===== config.mk =====
export PLATFORM = sky130hd
export DESIGN_NAME = beat_cic_decim_flat
export DESIGN_NICKNAME = d
export VERILOG_FILES = /design/src/rtl/sswfmcw_pkg.sv /design/src/rtl/beat_cic_decim_if.sv /design/src/rtl/cic_comb.sv /design/src/rtl/beat_cic_decim.sv /design/src/flat_wrapper.sv
export SDC_FILE = /design/constraint.sdc
export NUM_CORES = 1
export LEC_CHECK = 0
export BUFFER_PORTS_ARGS = -buffer_cell sky130_fd_sc_hd__buf_2
export CAP_MARGIN = 10
export CORE_MARGIN = 2
export CORE_UTILIZATION = 55
export CTS_CLUSTER_SIZE = 14
export DETAILED_ROUTE_END_ITERATION = 7
export PLACE_DENSITY = 0.81
export SYNTH_ARGS = -nofsm -noshare
export SYNTH_HDL_FRONTEND = slang
export SYNTH_SLANG_ARGS = --single-unit

===== constraint.sdc =====
create_clock -name CK_i -period 18.25 [get_ports CK_i]
set_input_delay 4.5625 -clock CK_i [delete_from_list [all_inputs] [get_ports CK_i]]
set_output_delay 4.5625 -clock CK_i [all_outputs]
set_load 0.01 [all_outputs]

===== src/rtl/sswfmcw_pkg.sv =====
// Shared definitions for the beat-signal CIC decimator.
// Holds the default decimation ratio and output width, the CIC accumulator
// width and stage count, the warm-up state enumeration, and the PDM mixer
// helper that turns a microphone bit and a LO sign bit into a +/-1 sample.
package sswfmcw_pkg;

  localparam int C_DECIM_DEF = 64;
  localparam int C_PCM_W_DEF = 16;
  localparam int ACC_W       = 20;
  localparam int N_STAGES    = 3;

  typedef logic signed [ACC_W-1:0] acc_t;

  typedef enum logic [1:0] {
    WARM0 = 2'd0,
    WARM1 = 2'd1,
    RUN   = 2'd2
  } warm_state_t;

  // d*l is +1 exactly when the mic bit and the LO sign bit differ
  // (mic 1 = +1, LO sign 1 = -1), otherwise -1.
  function automatic acc_t mix_sample(input logic dat, input logic lo_sign);
    return (dat ^ lo_sign) ? acc_t'(1) : acc_t'(-1);
  endfunction

endpackage


===== src/rtl/beat_cic_decim_if.sv =====
// Bundle of the decimator's data-path signals.
// master: the decimator (takes mic/LO/sync strobes, drives the PCM stream)
// slave : the surrounding system (drives mic/LO/sync, consumes PCM)
//   MIC_EE_i     mic sample strobe        MIC_DAT_i   PDM bit
//   LO_SIGN_i    transmit cosine sign     SWEEP_SYNC_i chirp turnaround pulse
//   PCM_o        signed beat sample       PCM_VALID_o sample pending
//   PCM_READY_i  consumer accepts PCM_o   OVF_o       sticky overwrite flag
interface beat_cic_decim_if
  import sswfmcw_pkg::*;
#(
  parameter int C_PCM_W = C_PCM_W_DEF
);

  logic                      MIC_EE_i;
  logic                      MIC_DAT_i;
  logic                      LO_SIGN_i;
  logic                      SWEEP_SYNC_i;
  logic signed [C_PCM_W-1:0] PCM_o;
  logic                      PCM_VALID_o;
  logic                      PCM_READY_i;
  logic                      OVF_o;

  modport master (
    input  MIC_EE_i, MIC_DAT_i, LO_SIGN_i, SWEEP_SYNC_i, PCM_READY_i,
    output PCM_o, PCM_VALID_o, OVF_o
  );

  modport slave (
    output MIC_EE_i, MIC_DAT_i, LO_SIGN_i, SWEEP_SYNC_i, PCM_READY_i,
    input  PCM_o, PCM_VALID_o, OVF_o
  );

endinterface


===== src/rtl/cic_comb.sv =====
// One CIC comb stage with differential delay 1: on each enabled cycle the
// output register takes (input - previous input) and the delay register
// takes the input. All arithmetic wraps modulo 2^ACC_W.
//   i_clk  clock             i_rst  synchronous reset
//   i_clr  synchronous clear (sweep resync)
//   i_en   stage enable      i_dat  stage input
//   o_dat  registered difference
module cic_comb
  import sswfmcw_pkg::*;
(
  input  logic i_clk,
  input  logic i_rst,
  input  logic i_clr,
  input  logic i_en,
  input  acc_t i_dat,
  output acc_t o_dat
);

  acc_t r_dly;
  acc_t r_out;

  // Delay and difference registers; reset and resync both zero them so a new
  // sweep starts from a clean comb history.
  always_ff @(posedge i_clk) begin
    if (i_rst || i_clr) begin
      r_dly <= '0;
      r_out <= '0;
    end else if (i_en) begin
      r_out <= i_dat - r_dly;
      r_dly <= i_dat;
    end
  end

  assign o_dat = r_out;

endmodule


===== src/rtl/beat_cic_decim.sv =====
// Beat-signal extractor for an FMCW sonar: mixes the PDM mic stream with the
// transmit cosine sign and decimates through a 3-stage CIC.
//   CK_i    system clock (48 MHz), rising edge only
//   SRST_i  synchronous active-high reset
//   bus     beat_cic_decim_if.master (mic/LO/sync in, PCM handshake out)
// The integrators feed their next values to the first comb stage, so the
// first comb fires on the decimation strobe itself and the result lands in
// the output register three cycles after the strobe edge.
module beat_cic_decim
  import sswfmcw_pkg::*;
#(
  parameter int C_DECIM = C_DECIM_DEF,
  parameter int C_PCM_W = C_PCM_W_DEF
)(
  input logic              CK_i,
  input logic              SRST_i,
  beat_cic_decim_if.master bus
);

  localparam int CNT_W = (C_DECIM > 1) ? $clog2(C_DECIM) : 1;
  localparam logic [CNT_W-1:0] CNT_LAST = CNT_W'(C_DECIM - 1);

  logic [CNT_W-1:0]          r_cnt;
  acc_t                      r_integ1, r_integ2, r_integ3;
  acc_t                      w_x, w_integ1Nxt, w_integ2Nxt, w_integ3Nxt;
  warm_state_t               r_state;
  logic [N_STAGES-1:0]       r_stb;
  logic [N_STAGES-1:0]       r_pub;
  logic [N_STAGES-1:0]       w_combEn;
  acc_t                      w_comb [N_STAGES+1];
  logic signed [C_PCM_W-1:0] r_pcm;
  logic                      r_valid;
  logic                      r_ovf;
  logic                      w_ee, w_decStb, w_load, w_xfer;
  logic                      w_unusedBits;

  // A resync in the same cycle as a mic strobe drops that mic bit.
  assign w_ee     = bus.MIC_EE_i & ~bus.SWEEP_SYNC_i;
  assign w_decStb = w_ee & (r_cnt == CNT_LAST);
  assign w_x      = mix_sample(bus.MIC_DAT_i, bus.LO_SIGN_i);

  assign w_integ1Nxt = r_integ1 + w_x;
  assign w_integ2Nxt = r_integ2 + w_integ1Nxt;
  assign w_integ3Nxt = r_integ3 + w_integ2Nxt;

  // Integrators and decimation counter advance only on accepted mic strobes.
  always_ff @(posedge CK_i) begin
    if (SRST_i || bus.SWEEP_SYNC_i) begin
      r_cnt    <= '0;
      r_integ1 <= '0;
      r_integ2 <= '0;
      r_integ3 <= '0;
    end else if (w_ee) begin
      r_integ1 <= w_integ1Nxt;
      r_integ2 <= w_integ2Nxt;
      r_integ3 <= w_integ3Nxt;
      r_cnt    <= w_decStb ? '0 : r_cnt + CNT_W'(1);
    end
  end

  // Warm-up FSM plus comb pipeline tags. r_stb walks the strobe through the
  // comb stages; r_pub remembers whether that strobe was taken in RUN and so
  // may be published.
  always_ff @(posedge CK_i) begin
    if (SRST_i || bus.SWEEP_SYNC_i) begin
      r_state <= WARM0;
      r_stb   <= '0;
      r_pub   <= '0;
    end else begin
      r_stb <= {r_stb[N_STAGES-2:0], w_decStb};
      r_pub <= {r_pub[N_STAGES-2:0], w_decStb && (r_state == RUN)};
      if (w_decStb) begin
        case (r_state)
          WARM0:   r_state <= WARM1;
          WARM1:   r_state <= RUN;
          default: r_state <= RUN;
        endcase
      end
    end
  end

  assign w_comb[0] = w_integ3Nxt;
  assign w_combEn  = {r_stb[N_STAGES-2:0], w_decStb};

  for (genvar g = 0; g < N_STAGES; g++) begin : g_comb
    cic_comb u_comb (
      .i_clk (CK_i),
      .i_rst (SRST_i),
      .i_clr (bus.SWEEP_SYNC_i),
      .i_en  (w_combEn[g]),
      .i_dat (w_comb[g]),
      .o_dat (w_comb[g+1])
    );
  end

  assign w_load = r_stb[N_STAGES-1] & r_pub[N_STAGES-1] & ~bus.SWEEP_SYNC_i;
  assign w_xfer = r_valid & bus.PCM_READY_i;

  // Output register and handshake. A load over an untaken sample overwrites
  // it and latches OVF; a load coinciding with a transfer is a clean hand-off.
  // Resync never touches a pending sample.
  always_ff @(posedge CK_i) begin
    if (SRST_i) begin
      r_pcm   <= '0;
      r_valid <= 1'b0;
      r_ovf   <= 1'b0;
    end else if (w_load) begin
      r_pcm   <= w_comb[N_STAGES][ACC_W-1 -: C_PCM_W];
      r_valid <= 1'b1;
      if (r_valid && !bus.PCM_READY_i) begin
        r_ovf <= 1'b1;
      end
    end else if (w_xfer) begin
      r_valid <= 1'b0;
    end
  end

  // Truncated LSBs of the last comb are intentionally dropped.
  assign w_unusedBits = ^w_comb[N_STAGES];

  assign bus.PCM_o       = r_pcm;
  assign bus.PCM_VALID_o = r_valid;
  assign bus.OVF_o       = r_ovf;

endmodule

===== src/flat_wrapper.sv =====
// flat-port wrapper written by rule: the top's interface ports become plain ports
module beat_cic_decim_flat import sswfmcw_pkg::*;
#(
  parameter int C_DECIM = C_DECIM_DEF,
  parameter int C_PCM_W = C_PCM_W_DEF
)
  (CK_i, SRST_i, bus_MIC_EE_i, bus_MIC_DAT_i, bus_LO_SIGN_i, bus_SWEEP_SYNC_i, bus_PCM_READY_i, bus_PCM_o, bus_PCM_VALID_o, bus_OVF_o);
  beat_cic_decim_if #(.C_PCM_W(C_PCM_W)) bus_i ();
  input logic CK_i;
  input logic SRST_i;
  input wire logic [$bits(bus_i.MIC_EE_i)-1:0] bus_MIC_EE_i;
  input wire logic [$bits(bus_i.MIC_DAT_i)-1:0] bus_MIC_DAT_i;
  input wire logic [$bits(bus_i.LO_SIGN_i)-1:0] bus_LO_SIGN_i;
  input wire logic [$bits(bus_i.SWEEP_SYNC_i)-1:0] bus_SWEEP_SYNC_i;
  input wire logic [$bits(bus_i.PCM_READY_i)-1:0] bus_PCM_READY_i;
  output wire logic [$bits(bus_i.PCM_o)-1:0] bus_PCM_o;
  output wire logic [$bits(bus_i.PCM_VALID_o)-1:0] bus_PCM_VALID_o;
  output wire logic [$bits(bus_i.OVF_o)-1:0] bus_OVF_o;
  assign bus_i.MIC_EE_i = bus_MIC_EE_i;
  assign bus_i.MIC_DAT_i = bus_MIC_DAT_i;
  assign bus_i.LO_SIGN_i = bus_LO_SIGN_i;
  assign bus_i.SWEEP_SYNC_i = bus_SWEEP_SYNC_i;
  assign bus_i.PCM_READY_i = bus_PCM_READY_i;
  assign bus_PCM_o = bus_i.PCM_o;
  assign bus_PCM_VALID_o = bus_i.PCM_VALID_o;
  assign bus_OVF_o = bus_i.OVF_o;
  beat_cic_decim #(.C_DECIM(C_DECIM), .C_PCM_W(C_PCM_W)) u_core (.CK_i(CK_i), .SRST_i(SRST_i), .bus(bus_i));
endmodule

### After elaboration in Yosys (flattened, before gate mapping)

Index checks and enable logic that the tools add are counted.

* register bits after elaboration: 212
* input port bits: 7
* logic and storage cells: 44

* add/sub/neg operators: 7
* equal/unequal tests: 2
* multiplexer cells: 5
* bitwise logic cells: 7
* reductions and logical operators: 7

Operators by type and width (number)
* $add 20x20->20: 3
* $sub 20x20->20: 3
* $mux 20: 1
* $add 6x1->6 const B: 1
* $eq 6x6->1 const B: 1
* $mux 6: 1
* $and 1x1->1: 5
* $eq 2x2->1 const B: 1
* $logic_and 1x1->1: 2
* $logic_not 2->1: 1
* $mux 1: 2
* $mux 2: 1
* $reduce_and 2->1: 1
* $reduce_bool 2->1: 1
* $logic_not 1->1: 1
* $logic_or 1x1->1: 1
* $not 1->1: 1
* $xor 1x1->1: 1

### Longest topological paths before layout

* depth in word-level cells: 6
* gate-level depth with buffers: 34

### Hierarchy

Synthesis repeated with hierarchy kept, for this count alone.

* cell total of the unflattened synthesis: 1579
* area total of the unflattened synthesis: 13254.0 µm²

Modules (own cells, without submodules)
* cic_comb: times used 3, cells each 297, area each 2504.9 µm²
* beat_cic_decim: times used 1, cells each 688, area each 5739.3 µm²

### Least setup slack after synthesis

No wires, ideal clock.

* kind: input-to-reg
* from: input port bus_LO_SIGN_i
* to: register u_core.g_comb[0].u_comb.r_out[19]
* setup time: 0.133 ns
* arrival time: 10.619 ns
* required time: 18.117 ns
* slack: 7.498 ns
* stages on the path: 33
* buffers on the path: 1
* path through: xor2_1 -> clkbuf_1 -> xnor2_1 -> ha_1 -> nor3_1 -> nor2_1 -> a21o_1 -> o21a_1 -> o21ai_0 -> xnor2_1 -> ha_1 -> inv_1 -> nor2_1 -> nand2_1 -> or3_1 -> nand2_1 -> a31oi_1 -> xnor2_1 -> ha_1 -> inv_1 -> o22ai_1 -> o41ai_1 -> a21boi_0 -> ha_1 -> a21oi_1 -> nand2_1 -> inv_1 -> o221ai_1 -> a31o_2 -> a21oi_1 -> xnor2_1 -> xnor2_1 -> a21oi_1

* cells in the longest elaborated chain, start to end: 6

Ends and longest elaborated chain
* start: declaration: RTL line flat_wrapper.sv:13 `input wire logic [$bits(bus_i.LO_SIGN_i)-1:0] bus_LO_SIGN_i;`
* $xor 1x1->1: RTL line sswfmcw_pkg.sv:23 `return (dat ^ lo_sign) ? acc_t'(1) : acc_t'(-1);`
* $mux 20: RTL line sswfmcw_pkg.sv:23
* $add 20x20->20: RTL line beat_cic_decim.sv:42 `assign w_integ1Nxt = r_integ1 + w_x;`
* via u_core.w_integ1Nxt[10]: RTL line beat_cic_decim.sv:25 `acc_t w_x, w_integ1Nxt, w_integ2Nxt, w_integ3Nxt;`
* $add 20x20->20: RTL line beat_cic_decim.sv:43 `assign w_integ2Nxt = r_integ2 + w_integ1Nxt;`
* via u_core.w_integ2Nxt[13]: RTL line beat_cic_decim.sv:25
* $add 20x20->20: RTL line beat_cic_decim.sv:44 `assign w_integ3Nxt = r_integ3 + w_integ2Nxt;`
* via u_core.g_comb[0].u_comb.i_dat[15]: RTL line cic_comb.sv:15 `input acc_t i_dat,`
* $sub 20x20->20: RTL line cic_comb.sv:29 `r_out <= i_dat - r_dly;`
* end signal: assignment: RTL line cic_comb.sv:29
* end: declaration: RTL line cic_comb.sv:20 `acc_t r_out;`

The timed path passes the listed nets, and every way through them passes these cells.
A chain may end at the register's enable or synchronous reset.

### Worst setup path after layout

Same ends and word-level chain as after synthesis.

==> impl_metrics.tcl <==
set metrics [dict create \
    grt_setup_unrepaired "no" \
    hold_viol 0 \
    yosysSeqAreaShare_pct 34.27 \
    required_ps 18640 \
    postSynthCellCount 1461 \
    post-route-util_pct 60.44 \
    tns_ps 0 \
    die_area_sq_um 23290 \
    cpMostUsedCell "a21oi_1" \
    dp.cells 1706 \
    fp.dieH_um 152.6 \
    die_w_um 152.6 \
    setup_viol 0 \
    fin_cells 1747 \
    design_area_sq_um 13150 \
    start_kind "input port" \
    crit_arrival_ps 11200 \
    htreeDepth 1 \
    start_util_pct 55.84 \
    finalWirelength_mm 23.54 \
    clock_tree.buffer_depth 3 \
    status "finished, final reports clean" \
    nFillCells 1870 \
    avgRoutedWirePerCell_um 13.48 \
    grt_usage_pct 20.04 \
    worst_pin_slew_ps 1067 \
    grt_overflow_total 0 \
    yosysUniqueCellTypes 62 \
    drt-initial-drc-count 462 \
    crit_type "input port to flop" \
    min_period_ps 10810 \
    post_cts_buffers 0 \
    drc_errors 0 \
    io_pins 25 \
    ctsHoldBuffers 0 \
    grt_max_degree 90 \
    ir_drop_mv 0.05536 \
    syn-num-nets 1571 \
    routed_via_density 5.550 \
    numClockSinks 208 \
    finalClockSkew_ps 11.66 \
    synth_ff_type "dfxtp_1" \
    syn_avg_cell_area_sq_um 8.316 \
    tritoncts "yes" \
    path_buf_inv 3 \
    grt_pass1_wl_mm 41.27 \
    place_area_sq_um 12430 \
    maxSlewHeadroom_pct 28.89 \
    drt-pass1-iter-count 5 \
    gp_congestion 0.8793 \
    route.antenna.remaining_nets 0 \
    synthToLayoutAreaGrowth_pct 8.229 \
    synth_seq_cells 208 \
    p_leak_uw 0.005119 \
    critPathMaxFanout 19 \
    min_path_type "flop to flop" \
    cts-root-buf "clkbuf_16" \
    clk_latency_ps 520 \
    netlist_area_sq_um 12150 \
    via_count 9695 \
    cts.clk_slew.worst_paths_ps 60 \
    crit_family "compound AO/OA/AOI/OAI gates" \
    hpwl_mm 16.54 \
    async_flop_share_pct 0 \
    worst_setup_path_end_kind "flop" \
    maxCapViolCount 0 \
    fmax_mhz 92.47 \
    critPathSlowestCell "o41ai_1" \
    diodes 0 \
    slew_violations 0 \
    drive_gt1_share_pct 5.453 \
    cts_resized 0 \
    rows 54 \
    synth_warnings 0 \
    power_per_cell_area_nw_per_um2 109.0 \
    nets 1561 \
    grt_antenna_before_repair 0 \
    core_area_sq_um 21760 \
    numPortBuffers 24 \
    period_share_pct 59.26 \
    cts_inserted_buffers 23 \
    cpPeakStageDelay_ps 550 \
    synth_edf_count 0 \
    grt_pass1_vias 9371 \
]
## worst paths after layout
| kind | startpoint | end | slack, ps | cells past startpoint |
|---|---|---|---|---|
| worst min-delay path | u_core.r_pub[1]$_SDFF_PP0_ | u_core.r_pub[2]$_SDFF_PP0_ | 430 | 1 |
| worst min register to register | u_core.r_pub[1]$_SDFF_PP0_ | u_core.r_pub[2]$_SDFF_PP0_ | 430 | 1 |
| worst max register to register | u_core.r_integ1[1]$_SDFFE_PP0P_ | u_core.g_comb[0].u_comb.o_dat[19]$_SDFFE_PP0P_ | 11560 | 28 |
| worst max-delay path | bus_LO_SIGN_i | u_core.g_comb[0].u_comb.o_dat[19]$_SDFFE_PP0P_ | 7440 | 31 |
## power breakdown
part           total [uW]  switching (uW)  internal [uW]
Sequential            477            10.8            466
Combinational         519             299            220
Clock                 438             181            257
## layout by cell type, fill, tap and decap left out, types with 4 or more instances in the layout
cell       netlist  final
a211oi_1        18     18
a21o_1          22     22
or3_1           12     12
fa_1             4      4
and3_1          10     10
clkbuf_1        54      9
nor3_1          19     19
ha_1            99     99
xnor2_1         83     83
a21boi_0         6      6
nand2_1        131    131
a311oi_1         4      4
o22ai_1          4      4
a31oi_1         16     16
o21ai_0         47     47
nand3_1         21     21
xor2_1          33     33
inv_1           96     96
and2_1           5      5
buf_2            1     23
nor2_1         196    195
nand4_1         11     11
nor2b_1         24     24
a41oi_1          4      4
o21bai_1         7      7
nor4_1           8      8
o211ai_1         7      7
clkbuf_16        0     23
nand2b_1        14     14
mux2i_1        105    105
buf_4            0      8
o21a_1          10     10
a21oi_1        112    112
nand3b_1        13     13
dfxtp_1        208    206
## routing by layer
| layer | global-route usage (%) | vias to the layer above | share of wire, % | wire length (um) |
|---|---|---|---|---|
| li1 | - | 5004 | - | - |
| met1 | 23.48 | 4500 | 44 | 10420 |
| met2 | 38.31 | 155 | 51 | 11980 |
| met3 | 2.617 | 36 | 3.0 | 708 |
| met4 | 5.159 | 0 | 1.9 | 437 |
| met5 | 0 | - | 0 | 0 |
## cell usage after synthesis (3+ instances only)
cell | instances | share of area, %
dfxtp_1 | 208 | 34
nor2_1 | 196 | 6.1
nand2_1 | 131 | 4.0
a21oi_1 | 112 | 4.6
mux2i_1 | 105 | 8.7
ha_1 | 99 | 10
inv_1 | 96 | 3.0
xnor2_1 | 83 | 6.0
clkbuf_1 | 54 | 1.7
o21ai_0 | 47 | 1.9
xor2_1 | 33 | 2.4
nor2b_1 | 24 | 1.2
a21o_1 | 22 | 1.4
nand3_1 | 21 | 0.87
nor3_1 | 19 | 0.78
a211oi_1 | 18 | 1.1
a31oi_1 | 16 | 0.82
nand2b_1 | 14 | 0.72
nand3b_1 | 13 | 0.80
or3_1 | 12 | 0.62
nand4_1 | 11 | 0.57
and3_1 | 10 | 0.51
buf_1 | 10 | 0.31
o21a_1 | 10 | 0.62
nor4_1 | 8 | 0.41
o211ai_1 | 7 | 0.43
o21bai_1 | 7 | 0.43
a21boi_0 | 6 | 0.37
and2_1 | 5 | 0.26
a311oi_1 | 4 | 0.29
a41oi_1 | 4 | 0.29
fa_1 | 4 | 0.66
o22ai_1 | 4 | 0.21
a211o_1 | 3 | 0.22
nor3b_1 | 3 | 0.19
o2111ai_1 | 3 | 0.22
o31ai_1 | 3 | 0.19
or2_2 | 3 | 0.15
## cell type report
cell class	instances	area (sq um)	area share (%)
multi-input combinational	1091	7380	56.12
sequential	208	4167	31.69
clock buffer	34	636.9	4.843
inverter	96	360.3	2.741
tap	280	350.3	2.664
timing repair buffer	31	175.2	1.332
clock inverter	7	80.08	0.6090
## through the flow
stage	total power [uW]	hold slack (ps)	setup slack (ps)
global route	1525	454.8	6860
detailed placement	990.0	415.8	7051
global placement	975.3	418.4	7191
floorplan	899.6	405.7	7498
finish	1434	427.1	7435
CTS	1437	430.1	7541
## worst reg2reg max path: cells and delay by family (launching register included)
| kind | cells | cell delay [ps] |
|---|---|---|
| adders and majority gates | 4 | 1240 |
| and+or+nand+nor | 4 | 410 |
| xor gates and xnor gates | 5 | 780 |
| AOI/OAI and AO/OA | 14 | 3580 |
| buffers and inverters | 1 | 60 |
| DFF | 1 | 470 |
## cell families after synthesis
group	share of synthesized area, %
buffers and inverters	5.026
adders and majority gates	10.85
and+or+nand+nor	18.13
muxes	8.744
DFF	34.27
AOI/OAI and AO/OA	14.61
xor gates and xnor gates	8.363
## registers in the layout (all words and copies together), names as in the netlist
name	cells
u_core.r_integ1	20
u_core.r_stb	3
u_core.r_cnt	6
u_core.r_integ3	20
u_core.bus.OVF_o	1
u_core.g_comb.u_comb.o_dat	56
u_core.bus.PCM_VALID_o	1
u_core.r_integ2	20
u_core.bus.PCM_o	16
u_core.r_pub	3
u_core.g_comb.u_comb.r_dly	60
u_core.r_state	2
(Power assumes the default switching activity.)
